## src/rtl/inc_pulse_driver.sv

```systemverilog
// Transmitting end of the inccomp INCA/INCB interface: turns commands into
// spaced increment pulses and checks the returned max C against shadow counters.
module inc_pulse_driver #(
    parameter int unsigned GAP = 0
) (
    input  logic       ck,
    input  logic       rst,
    input  logic       cmd_valid,
    output logic       cmd_ready,
    input  logic [1:0] cmd_chan,
    input  logic [7:0] cmd_count,
    output logic       INCA,
    output logic       INCB,
    input  logic [7:0] C,
    output logic [7:0] exp_c,
    output logic       busy,
    output logic       done,
    output logic       mismatch,
    output logic [7:0] err_cnt
);

    localparam logic [1:0] S_IDLE  = 2'd0;
    localparam logic [1:0] S_PULSE = 2'd1;
    localparam logic [1:0] S_GAP   = 2'd2;
    localparam logic [1:0] S_DONE  = 2'd3;

    localparam logic [3:0] GAP_LOAD = 4'(GAP);

    logic [1:0] r_state;
    logic [1:0] r_chan;
    logic [7:0] r_cnt;
    logic [3:0] r_gap;
    logic       r_inca;
    logic       r_incb;
    logic [7:0] r_sha;
    logic [7:0] r_shb;
    logic       r_mismatch;
    logic [7:0] r_err_cnt;

    logic       w_accept;
    logic [1:0] w_next_state;
    logic [1:0] w_next_chan;
    logic [7:0] w_next_cnt;
    logic [3:0] w_next_gap;

    assign cmd_ready = (r_state == S_IDLE) && !rst;
    assign w_accept  = cmd_valid && cmd_ready;

    // NOTE: every next-state signal is defaulted to its current value first, so
    // a case arm that leaves one untouched holds it instead of inferring a latch.
    always_comb begin
        w_next_state = r_state;
        w_next_chan  = r_chan;
        w_next_cnt   = r_cnt;
        w_next_gap   = r_gap;
        case (r_state)
            S_IDLE: begin
                if (w_accept) begin
                    w_next_chan  = cmd_chan;
                    w_next_cnt   = cmd_count;
                    w_next_state = (cmd_count == 8'd0 || cmd_chan == 2'b00) ? S_DONE : S_PULSE;
                end
            end
            S_PULSE: begin
                w_next_cnt = r_cnt - 8'd1;
                if (r_cnt == 8'd1) begin
                    w_next_state = S_DONE;
                end else if (GAP != 0) begin
                    w_next_state = S_GAP;
                    w_next_gap   = GAP_LOAD;
                end
            end
            S_GAP: begin
                if (r_gap == 4'd1) begin
                    w_next_state = S_PULSE;
                end else begin
                    w_next_gap = r_gap - 4'd1;
                end
            end
            S_DONE:  w_next_state = S_IDLE;
            default: w_next_state = S_IDLE;
        endcase
    end

    // NOTE: all state is updated with non-blocking assignments so every flop
    // samples pre-edge values, regardless of statement order in this block.
    always_ff @(posedge ck) begin
        if (rst) begin
            r_state    <= S_IDLE;
            r_chan     <= 2'b00;
            r_cnt      <= 8'd0;
            r_gap      <= 4'd0;
            r_inca     <= 1'b0;
            r_incb     <= 1'b0;
            r_sha      <= 8'd0;
            r_shb      <= 8'd0;
            r_mismatch <= 1'b0;
            r_err_cnt  <= 8'd0;
        end else begin
            r_state <= w_next_state;
            r_chan  <= w_next_chan;
            r_cnt   <= w_next_cnt;
            r_gap   <= w_next_gap;
            // Pulses are decoded from the next state so they line up with PULSE.
            r_inca  <= (w_next_state == S_PULSE) && w_next_chan[0];
            r_incb  <= (w_next_state == S_PULSE) && w_next_chan[1];
            if (r_inca) begin
                r_sha <= r_sha + 8'd1;
            end
            if (r_incb) begin
                r_shb <= r_shb + 8'd1;
            end
            if (C != exp_c) begin
                r_mismatch <= 1'b1;
                if (r_err_cnt != 8'hFF) begin
                    r_err_cnt <= r_err_cnt + 8'd1;
                end
            end
        end
    end

    assign INCA     = r_inca;
    assign INCB     = r_incb;
    assign exp_c    = (r_sha >= r_shb) ? r_sha : r_shb;
    assign busy     = (r_state != S_IDLE);
    assign done     = (r_state == S_DONE);
    assign mismatch = r_mismatch;
    assign err_cnt  = r_err_cnt;

endmodule

```

## config.mk

```make
export PLATFORM = sky130hd
export DESIGN_NAME = inc_pulse_driver
export DESIGN_NICKNAME = d
export VERILOG_FILES = /design/src/rtl/inc_pulse_driver.sv
export SDC_FILE = /design/constraint.sdc
export NUM_CORES = 1
export LEC_CHECK = 0
export CAP_MARGIN = 25
export CORE_UTILIZATION = 25
export CTS_CLUSTER_DIAMETER = 200
export DETAILED_ROUTE_END_ITERATION = 10
export DONT_BUFFER_PORTS = 1
export SYNTH_ARGS = -nofsm -noshare
export SYNTH_HDL_FRONTEND = slang
export SYNTH_SLANG_ARGS = --single-unit
```

## constraint.sdc

```tcl
create_clock -name ck -period 4.06 [get_ports ck]
set_input_delay 0.812 -clock ck [delete_from_list [all_inputs] [get_ports ck]]
set_output_delay 0.812 -clock ck [all_outputs]
set_load 0.03 [all_outputs]
```

==> impl_metrics.json <==
{
  "ys_types": 40,
  "r2r-start": "r_sha[0]$_SDFFE_PP0P_",
  "crit_arrival_ns": 2.66,
  "drive_above_1_share_pct": 5.03,
  "setup.worst_path.end_class": "output port",
  "place_area_sq_mm": 0.00256,
  "fin_setup_tns_ns": 0,
  "cp_slowest_stage_delay_ns": 0.49,
  "synth-async-reset-ratio_pct": 0,
  "placementRows": 35,
  "finalSetupViolCount": 0,
  "ys_seq_area_share_pct": 35.3,
  "finalHoldViolCount": 0,
  "post_cts_buffers": 0,
  "cp_slowest_cell": "mux2_2",
  "cp.required_ns": 3.25,
  "p_per_area_mw_per_mm2": 342,
  "hp-start": "r_chan[0]$_SDFF_PP0_",
  "drcViolationCount": 0,
  "cts_root_buf": "clkbuf_8",
  "drt-pass1-iter-count": 4,
  "htree_levels": 2,
  "worst-r2r-cell-count": 9,
  "place_congestion": 0.771,
  "avgSynthCellArea_sq_um": 8.16,
  "grt_max_degree": 44,
  "clk_latency_ns": 0.30,
  "pwr-share-clk_pct": 37.9,
  "power_leakage_nw": 0.975,
  "design_area_sq_mm": 0.00267,
  "finalMaxSlewViolations": 0,
  "ios": 43,
  "p_sw_share_pct": 26.9,
  "die-width_microns": 101,
  "regToRegEndpoint": "err_cnt[7]$_SDFFE_PP0P_",
  "start_kind": "flip-flop",
  "yosysWarnings": 0,
  "synth-edff-count": 0,
  "p_int_w": 0.000668,
  "cts_hold_buffers": 0,
  "synth_top_area_share_pct": 35.3,
  "die_y_microns": 101,
  "dieArea_sq_mm": 0.0102,
  "synth_common_cells": "43 x dfxtp_1, 42 x nor2_1, 22 x a21oi_1",
  "min_period_ns": 3.47,
  "worstPathCellList": "inv_1 > ha_1 > nand2b_1 > a2111o_1 > a31oi_4 > mux2_2",
  "synth.most_common_cell": "dfxtp_1",
  "rrSetupSlack_ns": 1.01,
  "core_sq_mm": 0.00933,
  "grt_setup_unrepaired": "false",
  "period_share_pct": 85.5,
  "dpl.hpwl_microns": 4370,
  "cts.reportedPaths.clkPinSlew_ns": 0.09,
  "synth_area_leaders": "dfxtp_1 35%, ha_1 7.7%, nor2_1 6.5%, a21oi_1 4.5%, xnor2_1 4.3%",
  "status": "completed",
  "vias": 2044,
  "start_util_pct": 26.2,
  "filler_cell_count": 982,
  "finalNetCount": 333,
  "cap_violations": 0,
  "first_global_vias": 1883,
  "vias_per_cell": 4.79,
  "hold-worst-slack_ns": 0.485,
  "p_sw_w": 0.000246,
  "synth-seq-cells": 43,
  "fin_worst_skew_ns": 0.0128,
  "cts_tree": "yes",
  "power_frac_comb_pct": 10.4,
  "track_usage_pct": 12.0,
  "num_antenna_cells": 0,
  "hold_path.class": "reg2reg",
  "tightest_slew_ns": 1.01,
  "grt_pass1_wl_microns": 9600,
  "worstHoldEndpoint": "r_chan[0]$_SDFF_PP0_",
  "grt_overflow": 0,
  "routedWlPerCell_microns": 13.7,
  "antenna_found_initial": 0,
  "slew-limit-headroom_pct": 32.1,
  "syn-cell-area_sq_mm": 0.00244,
  "cts_made_buffers": 5,
  "worstPathMaxFanout": 15,
  "cts_buffer_depth": 2,
  "drtAntennaViolNets": 0,
  "fmax_ghz": 0.288,
  "synth_largest_area_cell": "dfxtp_1",
  "cts.sinks": 43,
  "min_delay_path_depth": 2,
  "synthCells": 299,
  "port_buffers": 0,
  "cts_resized": 0,
  "multi_input_area_sq_mm": 0.00148,
  "p_seq_share_pct": 51.7,
  "vdd_drop_max_uv": 161,
  "register_area_sq_um": 861,
  "critPathKind": "reg2out",
  "drtIter0Drc": 78,
  "synth_ff_type": "dfxtp_1",
  "area_delta_synth_final_pct": 9.53,
  "syn_nets": 335,
  "totalWireLength_microns": 5840
}
-- critical path: cells and delay by family (launching register included) --
family	cells	cell delay, ns
AND/OR/NAND/NOR	1	0.14
adder cells (fa/ha/maj)	1	0.30
buffers and inverters	1	0.12
flip-flops	1	0.40
AO/OA/AOI/OAI	2	0.92
multiplexers	1	0.49
-- power groups by stage --
stage	combinational, W	sequential, W	clock, W
2_1_floorplan	0.0000859	0.000477	0
3_3_place_gp	0.0000922	0.000482	0
3_5_place_dp	0.0000951	0.000483	0
4_1_cts	0.0000956	0.000473	0.000357
5_1_grt	0.000108	0.000477	0.000378
6_report	0.0000947	0.000473	0.000346
-- worst max-delay path by stage --
stage	startpoint	end	depth (start not counted)
global route	r_sha[0]$_SDFFE_PP0P_	exp_c[0]	7
CTS	r_sha[0]$_SDFFE_PP0P_	exp_c[7]	6
finish	r_sha[0]$_SDFFE_PP0P_	exp_c[7]	6
global placement	r_sha[0]$_SDFFE_PP0P_	exp_c[0]	7
detailed placement	r_sha[0]$_SDFFE_PP0P_	exp_c[7]	6
floorplan	r_sha[0]$_SDFFE_PP0P_	exp_c[1]	7
-- placed cells by master (no fill, tap or decap), types with 2 or more instances in the layout --
master	n
inv_1	17
and3_1	6
or3_1	10
xor2_1	11
dfxtp_1	43
and2_1	2
a21oi_1	22
a2111oi_0	2
clkbuf_8	5
nand3_1	11
ha_1	15
mux2_2	5
nand4b_1	2
or4_1	2
nand2_1	21
nor2_1	42
nor3_1	8
a221oi_1	2
nor2b_1	4
nor4_1	2
xnor2_1	12
nand4_1	8
nor3b_1	2
nand2b_1	3
mux2i_1	7
o21ai_0	16
nand3b_1	4
-- cells by family after synthesis --
group / synth area share, %
AO/OA/AOI/OAI: 12.6
XOR/XNOR: 8.25
adder cells (fa/ha/maj): 7.69
buffers and inverters: 4.31
flip-flops: 35.3
multiplexers: 5.18
AND/OR/NAND/NOR: 26.8
-- stage by stage --
step	util (%)	cells	total power, W	setup slack, ns
6_report	28.7	427	0.000914	0.588
5_1_grt	28.7	427	0.000963	0.461
4_1_cts	28.7	427	0.000925	0.579
3_5_place_dp	27.5	419	0.000578	0.910
3_3_place_gp	27.5	419	0.000574	0.973
2_1_floorplan	-	299	0.000563	0.918
-- per-layer routing --
layer | wire length, microns | global-route usage, % | part of all wire (%) | vias to the layer above
li1 | - | - | - | 1040
met1 | 2660 | 16.0 | 46 | 940
met2 | 2750 | 19.3 | 47 | 57
met3 | 373 | 2.70 | 6.4 | 7
met4 | 62 | 3.57 | 1.1 | 0
met5 | 0 | 0 | 0 | -
-- final cells by class --
class                           instances  area share, %
Sequential cell                        43           32.2
Inverter                               17           2.39
Clock inverter                          3           1.64
Multi-Input combinational cell        230           55.2
Clock buffer                            5           2.57
Tap cell                              129           6.04
-- flip-flops by register name, summed over array words and instances (netlist names) --
| name | flops |
|---|---|
| r_chan | 2 |
| err_cnt | 8 |
| r_cnt | 8 |
| r_sha | 8 |
| INCB | 1 |
| mismatch | 1 |
| r_shb | 8 |
| r_state | 2 |
| INCA | 1 |
| r_gap | 4 |
(Power assumes the default switching activity.)
